**config.mk**
```make
export PLATFORM = sky130hd
export DESIGN_NAME = serial_add_sub32_flat
export DESIGN_NICKNAME = d
export VERILOG_FILES = /design/src/rtl/serial_add_sub32_if.sv /design/src/rtl/serial_add_sub32.sv /design/src/flat_wrapper.sv
export SDC_FILE = /design/constraint.sdc
export NUM_CORES = 1
export LEC_CHECK = 0
export ABC_AREA = 1
export BUFFER_PORTS_ARGS = -buffer_cell sky130_fd_sc_hd__buf_2
export CAP_MARGIN = 30
export CORE_UTILIZATION = 60
export DETAILED_ROUTE_END_ITERATION = 10
export GPL_TIMING_DRIVEN = 0
export PLACE_DENSITY = 0.82
export SLEW_MARGIN = 25
export SYNTH_ARGS = -nofsm -noshare
export SYNTH_HDL_FRONTEND = slang
export SYNTH_SLANG_ARGS = --single-unit
```
**constraint.sdc**
```tcl
create_clock -name clk -period 3.1 [get_ports clk]
set_input_delay 0.93 -clock clk [delete_from_list [all_inputs] [get_ports clk]]
set_output_delay 0.93 -clock clk [all_outputs]
set_load 0.05 [all_outputs]
```
**src/rtl/serial_add_sub32_if.sv**
```systemverilog
// ---------------------------------------------------------------------------
// serial_add_sub32_if
//   Request/response bundle for the digit-serial 32-bit adder/subtractor.
//
//   Request channel  : in_valid, in_ready, a, b, m (0 add, 1 subtract)
//   Response channel : out_valid, out_ready, s, c, v
//   Status           : busy
//
//   master : the initiator (drives operands, consumes results)
//   slave  : the arithmetic unit
// ---------------------------------------------------------------------------
interface serial_add_sub32_if;
  logic        in_valid;
  logic        in_ready;
  logic [31:0] a;
  logic [31:0] b;
  logic        m;
  logic        out_valid;
  logic        out_ready;
  logic [31:0] s;
  logic        c;
  logic        v;
  logic        busy;

  modport master (
    output in_valid, a, b, m, out_ready,
    input  in_ready, out_valid, s, c, v, busy
  );

  modport slave (
    input  in_valid, a, b, m, out_ready,
    output in_ready, out_valid, s, c, v, busy
  );
endinterface

```
**src/rtl/serial_add_sub32.sv**
```systemverilog
// ---------------------------------------------------------------------------
// serial_add_sub32
//   Multi-cycle 32-bit adder/subtractor. Computes s = a + b (m=0) or
//   s = a - b (m=1) as a + (b ^ {32{m}}) + m, DIGIT_W bits per clock,
//   giving 32/DIGIT_W compute cycles per operation.
//
//   Parameters
//     DIGIT_W : bits per cycle; one of 1, 2, 4, 8, 16, 32
//
//   Ports
//     clk   : rising-edge clock
//     rst_n : asynchronous active-low reset
//     bus   : slave side of serial_add_sub32_if
//               in_valid/in_ready : request handshake (in_ready = IDLE)
//               a, b, m           : operands and mode
//               out_valid         : result valid (DONE only)
//               out_ready         : consumer accepts result
//               s, c, v           : sum, carry out of bit 31, signed overflow
//               busy              : state != IDLE
//
//   s/c/v are dedicated registers updated only on the final digit; they
//   hold the previous result through IDLE and the next computation.
// ---------------------------------------------------------------------------
module serial_add_sub32 #(
  parameter int unsigned DIGIT_W = 1
) (
  input  logic              clk,
  input  logic              rst_n,
  serial_add_sub32_if.slave bus
);

  localparam int unsigned N  = 32 / DIGIT_W;
  localparam int unsigned CW = (N > 1) ? $clog2(N) : 1;

  typedef enum logic [1:0] {
    IDLE = 2'd0,
    CALC = 2'd1,
    DONE = 2'd2
  } state_t;

  state_t state;
  state_t state_nxt;

  // working registers
  logic [31:0]   a_sh;
  logic [31:0]   b_sh;      // b already XORed with {32{m}}
  logic [31:0]   sum_sh;
  logic          carry;
  logic [CW-1:0] cnt;

  // result registers
  logic [31:0]   s_q;
  logic          c_q;
  logic          v_q;

  // digit datapath
  logic [DIGIT_W:0] dsum;
  logic             msb_cin;
  logic [31:0]      dig_top;
  logic [31:0]      sum_nxt;
  logic             last_digit;
  logic             accept;

  // -------------------------------------------------------------------------
  // Digit adder
  // -------------------------------------------------------------------------
  always_comb begin
    dsum = {1'b0, a_sh[DIGIT_W-1:0]}
         + {1'b0, b_sh[DIGIT_W-1:0]}
         + {{DIGIT_W{1'b0}}, carry};
    // sum bit = a ^ b ^ cin, so the carry into the digit MSB falls out
    // of the MSB operand bits and the MSB sum bit.
    msb_cin = a_sh[DIGIT_W-1] ^ b_sh[DIGIT_W-1] ^ dsum[DIGIT_W-1];
    // New digit enters at the top; shifting the whole register right keeps
    // the expression valid for DIGIT_W == 32 as well.
    dig_top = 32'(dsum[DIGIT_W-1:0]) << (32 - DIGIT_W);
    sum_nxt = (sum_sh >> DIGIT_W) | dig_top;
  end

  assign last_digit = (cnt == CW'(N - 1));
  assign accept     = bus.in_valid && (state == IDLE);

  // -------------------------------------------------------------------------
  // FSM: state register
  // -------------------------------------------------------------------------
  always_ff @(posedge clk or negedge rst_n) begin
    if (!rst_n) begin
      state <= IDLE;
    end else begin
      state <= state_nxt;
    end
  end

  // -------------------------------------------------------------------------
  // FSM: next state
  // -------------------------------------------------------------------------
  always_comb begin
    state_nxt = state;
    unique case (state)
      IDLE:    if (accept)        state_nxt = CALC;
      CALC:    if (last_digit)    state_nxt = DONE;
      DONE:    if (bus.out_ready) state_nxt = IDLE;
      default:                    state_nxt = IDLE;
    endcase
  end

  // -------------------------------------------------------------------------
  // FSM: outputs decoded from state
  // -------------------------------------------------------------------------
  always_comb begin
    bus.in_ready  = 1'b0;
    bus.out_valid = 1'b0;
    bus.busy      = 1'b1;
    unique case (state)
      IDLE: begin
        bus.in_ready = 1'b1;
        bus.busy     = 1'b0;
      end
      CALC: ;
      DONE: bus.out_valid = 1'b1;
      default: begin
        bus.in_ready = 1'b0;
        bus.busy     = 1'b1;
      end
    endcase
  end

  assign bus.s = s_q;
  assign bus.c = c_q;
  assign bus.v = v_q;

  // -------------------------------------------------------------------------
  // Datapath
  // -------------------------------------------------------------------------
  always_ff @(posedge clk or negedge rst_n) begin
    if (!rst_n) begin
      a_sh   <= '0;
      b_sh   <= '0;
      sum_sh <= '0;
      carry  <= 1'b0;
      cnt    <= '0;
      s_q    <= '0;
      c_q    <= 1'b0;
      v_q    <= 1'b0;
    end else begin
      unique case (state)
        IDLE: begin
          if (accept) begin
            a_sh   <= bus.a;
            b_sh   <= bus.b ^ {32{bus.m}};
            carry  <= bus.m;
            sum_sh <= '0;
            cnt    <= '0;
          end
        end
        CALC: begin
          a_sh   <= a_sh >> DIGIT_W;
          b_sh   <= b_sh >> DIGIT_W;
          sum_sh <= sum_nxt;
          carry  <= dsum[DIGIT_W];
          cnt    <= cnt + 1'b1;
          if (last_digit) begin
            s_q <= sum_nxt;
            c_q <= dsum[DIGIT_W];
            v_q <= msb_cin ^ dsum[DIGIT_W];
          end
        end
        DONE: ;
        default: ;
      endcase
    end
  end

endmodule

```
**src/flat_wrapper.sv**
```systemverilog
// flat-port wrapper written by rule: the top's interface ports become plain ports
module serial_add_sub32_flat 
#(
  parameter int unsigned DIGIT_W = 1
)
  (clk, rst_n, bus_in_valid, bus_a, bus_b, bus_m, bus_out_ready, bus_in_ready, bus_out_valid, bus_s, bus_c, bus_v, bus_busy);
  serial_add_sub32_if bus_i ();
  input  logic clk;
  input  logic rst_n;
  input wire logic [$bits(bus_i.in_valid)-1:0] bus_in_valid;
  input wire logic [$bits(bus_i.a)-1:0] bus_a;
  input wire logic [$bits(bus_i.b)-1:0] bus_b;
  input wire logic [$bits(bus_i.m)-1:0] bus_m;
  input wire logic [$bits(bus_i.out_ready)-1:0] bus_out_ready;
  output wire logic [$bits(bus_i.in_ready)-1:0] bus_in_ready;
  output wire logic [$bits(bus_i.out_valid)-1:0] bus_out_valid;
  output wire logic [$bits(bus_i.s)-1:0] bus_s;
  output wire logic [$bits(bus_i.c)-1:0] bus_c;
  output wire logic [$bits(bus_i.v)-1:0] bus_v;
  output wire logic [$bits(bus_i.busy)-1:0] bus_busy;
  assign bus_i.in_valid = bus_in_valid;
  assign bus_i.a = bus_a;
  assign bus_i.b = bus_b;
  assign bus_i.m = bus_m;
  assign bus_i.out_ready = bus_out_ready;
  assign bus_in_ready = bus_i.in_ready;
  assign bus_out_valid = bus_i.out_valid;
  assign bus_s = bus_i.s;
  assign bus_c = bus_i.c;
  assign bus_v = bus_i.v;
  assign bus_busy = bus_i.busy;
  serial_add_sub32 #(.DIGIT_W(DIGIT_W)) u_core (.clk(clk), .rst_n(rst_n), .bus(bus_i));
endmodule
```
# == Yosys cells after proc, flatten, opt, wreduce, memory -nomap -nowiden ==
# Index checks and enable logic that the tools add are counted.
# op_classes
n_mux,17
n_addsub,3
n_eq_ne,6
bitwise,5
reduce_logical,6
# ops
op,n
32-bit case mux with 2 select lines,3
32-bit two-way mux,3
31-bit by 32-bit OR with 32-bit output,1
32-bit bitwise XOR,1
5-bit case mux with 2 select lines,1
2-bit two-way mux,3
2-bit case mux with 3 select lines,1
"5-bit by 1-bit adder with 5-bit output, second input constant",1
"5-bit equality test, second input constant",1
5-bit two-way mux,1
1-bit two-way mux,4
"2-bit by 1-bit != test with 1-bit output, second input constant",2
2-bit AND reduction,2
3-bit AND reduction,1
1-bit bitwise XOR,3
1-bit by 1-bit adder with 2-bit output,1
2-bit by 1-bit adder with 2-bit output,1
"2-bit by 1-bit equality test with 1-bit output, second input constant",1
"2-bit equality test, second input constant",1
2-bit logical NOT,1
"2-bit != test, second input constant",1
1-bit case mux with 2 select lines,1
2-bit nonzero test,1
1-bit logical AND,1
# totals
in_bits,69
reg_bits,138

# == Longest topological paths before layout ==
# logic_depth
depth_word,4
mapped_depth,9

# == Worst setup path before layout ==
# OpenSTA, ideal clock, no wires.
# synth_timing
kind,flip-flop to output port
from,reg u_core.state[0]
to,out bus_busy
required_time_ns,2.170
arrival_ns,1.576
path_buffers,0
path_stages_with_launch,3
setup_slack_ns,0.594
path_cell_list,dfrtp_1 > nor2_1 > inv_1
# synth_between
elab_chain_cells,2
# synth_lines
item,line,rtl
"start, declared",serial_add_sub32.sv:41,state_t state;
"start signal, assigned",serial_add_sub32.sv:90,state <= state_nxt;
2-bit logical NOT,serial_add_sub32.sv:114,unique case (state)
1-bit two-way mux,serial_add_sub32.sv:114,
"end, declared",flat_wrapper.sv:20,output wire logic [$bits(bus_i.busy)-1:0] bus_busy;
# No other way between the ends.

# == Worst setup path after layout ==
# layout_timing
from,reg u_core.state[0]
to,out bus_in_ready
# layout_between
elab_chain_cells,2
# layout_lines
item,line,rtl
2-bit logical NOT,serial_add_sub32.sv:114,
1-bit two-way mux,serial_add_sub32.sv:114,
"end, declared",flat_wrapper.sv:15,output wire logic [$bits(bus_i.in_ready)-1:0] bus_in_ready;
# No other way between the ends.

==> impl_metrics.ini <==
[synthesis]
syn-num-nets = 728
synth_cells = 656
synth_area_um2 = 5924
ys_seq_area_frac = 0.5787
synth_cell_types = 23
ys_ff_latch = 137
yosysWarnings = 0
synth_area_per_cell_um2 = 9.031

[timing]
period_minus_slack_ps = 2327
rsz0062_at_grt = false
maxSlewViolCount = 0
relSlewSlack = 0.6796
final.setup.tns_ps = 0
fin_worst_skew_ps = 8.573
worstMarginPinSlew_ps = 480.6
fmax_ghz = 0.4297
finalHoldViolCount = 0
period_share = 0.7507
setup_viol = 0

[clock_network]
cts_buffer_depth = 2
clkSinkCount = 137
cts_buffers = 17
ctsHoldBuffers = 0
cts_resized = 0
cts.reportedPaths.clkPinSlew_ps = 70
insertion_delay_ps = 520
cts_setup_buffers = 0
cts_root_buffer = clkbuf_8
tritoncts = yes
h-tree-depth = 4

[power]
power_density_nw_per_um2 = 949.2
leakage_nw = 3.649
ir_worst_vdd_uv = 430.9
total_power_mw = 6.842

[placed_design]
placed_cells = 890
placed_area_um2 = 6644
hpwlAfterDp_um = 8745
portBuffers = 104
place.gp.congestion = 0.8786

[finish]
final_common_cell = nand2_1
syn_to_final_growth_pct = 21.67
fin_nets = 852
n_antenna_cell = 0
drive_gt1_frac = 0.2106
layout_common_cells = 185 x nand2_1, 137 x dfrtp_1, 129 x buf_2
final_cells = 922
finalInstanceArea_um2 = 7208

[critical_path]
worst_setup_path_startpoint = u_core.state[0]
cp.required_ps = 2170
cp_data_arrival_time_ps = 1400
critical_path_class = reg -> out
startpoint_type = flip-flop
crit_chain = nor2_1 > buf_2
slowest_delay_ps = 450
worstSetupEndpointType = output pin
r2r-start = u_core.cnt[0]
crit_fanout = 5
crit_slowest_cell = dfrtp_1

[global_route]
antenna_found_initial = 0
grt_pass1_wl_um = 21800
grt_start_max_net_pins = 86
first_global_vias = 4801
grt-ovfl-total = 0
grtUsageTotal = 0.2764

[detailed_routing]
ant_nets = 0
drc = 0
drt_pre_antenna_iters = 5
via_per_inst = 5.373
drt_first_iter_violations = 288
wl_per_cell_um = 14.14
num_vias = 4954
wirelength_um = 13040

[floorplan]
ioPinCount = 106
core_area_um2 = 9415
rows = 35
die_w_um = 101.4
dieArea_um2 = 10280
start_util = 0.6292
die-height_um = 101.4

[outcome]
outcome = finished clean

[flow_run]
maxCapViolations = 0

[worst_hold_path]
hold_path_class = in -> async
-- registers in the layout, indices dropped and copies added, names as in the netlist --
signal	count
u_core.b_sh	32
u_core.bus.v	1
u_core.a_sh	32
u_core.cnt	5
u_core.state	2
u_core.carry	1
u_core.bus.s	32
u_core.bus.c	1
u_core.sum_sh	31
-- metrics by stage --
stage	utilization	setup slack, ps	hold slack [ps]
after floorplan	-	594.1	465.8
after global placement	0.7017	-611.1	466.1
after detailed placement	0.7056	1013	473.1
after CTS	0.7656	757.4	314.9
after global routing	0.7656	713.3	323.5
final	0.7656	772.9	307.3
-- critical path: cells and delay by family, from the launching register on --
family,cells,cell delay [ps]
DFF,1,450
buffers and inverters,1,280
and+or+nand+nor,1,160
-- report_power, final --
part / leakage, nW / internal, mW / total, mW / switching (mW)
clock: 0.265 / 1.11 / 1.92 / 0.811
combinational: 1.57 / 0.693 / 2.16 / 1.46
sequential: 1.81 / 2.43 / 2.77 / 0.341
total: 3.65 / 4.23 / 6.84 / 2.61
-- layout make-up --
class | count | area [µm²]
Sequential cell | 137 | 3428
Fill cell | 677 | 2207
Multi-Input combinational cell | 431 | 2126
Timing Repair Buffer | 105 | 558.0
Clock buffer | 19 | 431.7
Buffer | 45 | 209.0
Inverter | 43 | 161.4
Tap cell | 129 | 161.4
Clock inverter | 13 | 132.6
-- synth_stat cells (all sizes together) --
cell / count / area share
a21oi: 1 / 0.00084
buf: 32 / 0.027
clkbuf: 13 / 0.0082
dfrtp: 137 / 0.58
fa: 1 / 0.0034
ha: 2 / 0.0042
inv: 43 / 0.027
nand2: 186 / 0.12
nand3: 128 / 0.11
nand4: 1 / 0.0011
nor2: 7 / 0.0057
o211ai: 3 / 0.0038
o21ai: 38 / 0.032
o22ai: 31 / 0.033
o31ai: 1 / 0.0013
xnor2: 1 / 0.0015
xor2: 31 / 0.046
-- path summary, 6_finish.rpt --
path	end	slack, ps	depth (start not counted)
min in group clk	u_core.bus.c	480	2
setup reg to reg	u_core.bus.s[15]	1130	8
setup / recovery	bus_in_ready	770	2
hold reg to reg	u_core.bus.c	480	2
hold / removal	u_core.bus.s[12]	310	1
max in group asynchronous	u_core.b_sh[29]	2060	2
-- routing by layer --
| metal | part of all wire | global-route usage |
|---|---|---|
| met2 | 0.50 | 0.4574 |
| met5 | 0 | 0 |
| met4 | 0.016 | 0.1093 |
| met1 | 0.44 | 0.3586 |
| met3 | 0.043 | 0.06004 |
-- cells by family after synthesis --
kind of cell | after synthesis | synth area share
AOI/OAI and AO/OA | 74 | 0.07075
and+or+nand+nor | 322 | 0.2332
DFF | 137 | 0.5787
xor gates and xnor gates | 32 | 0.04731
buffers and inverters | 88 | 0.06251
adders and majority gates | 3 | 0.007602
Power figures use the tool's default switching activity.
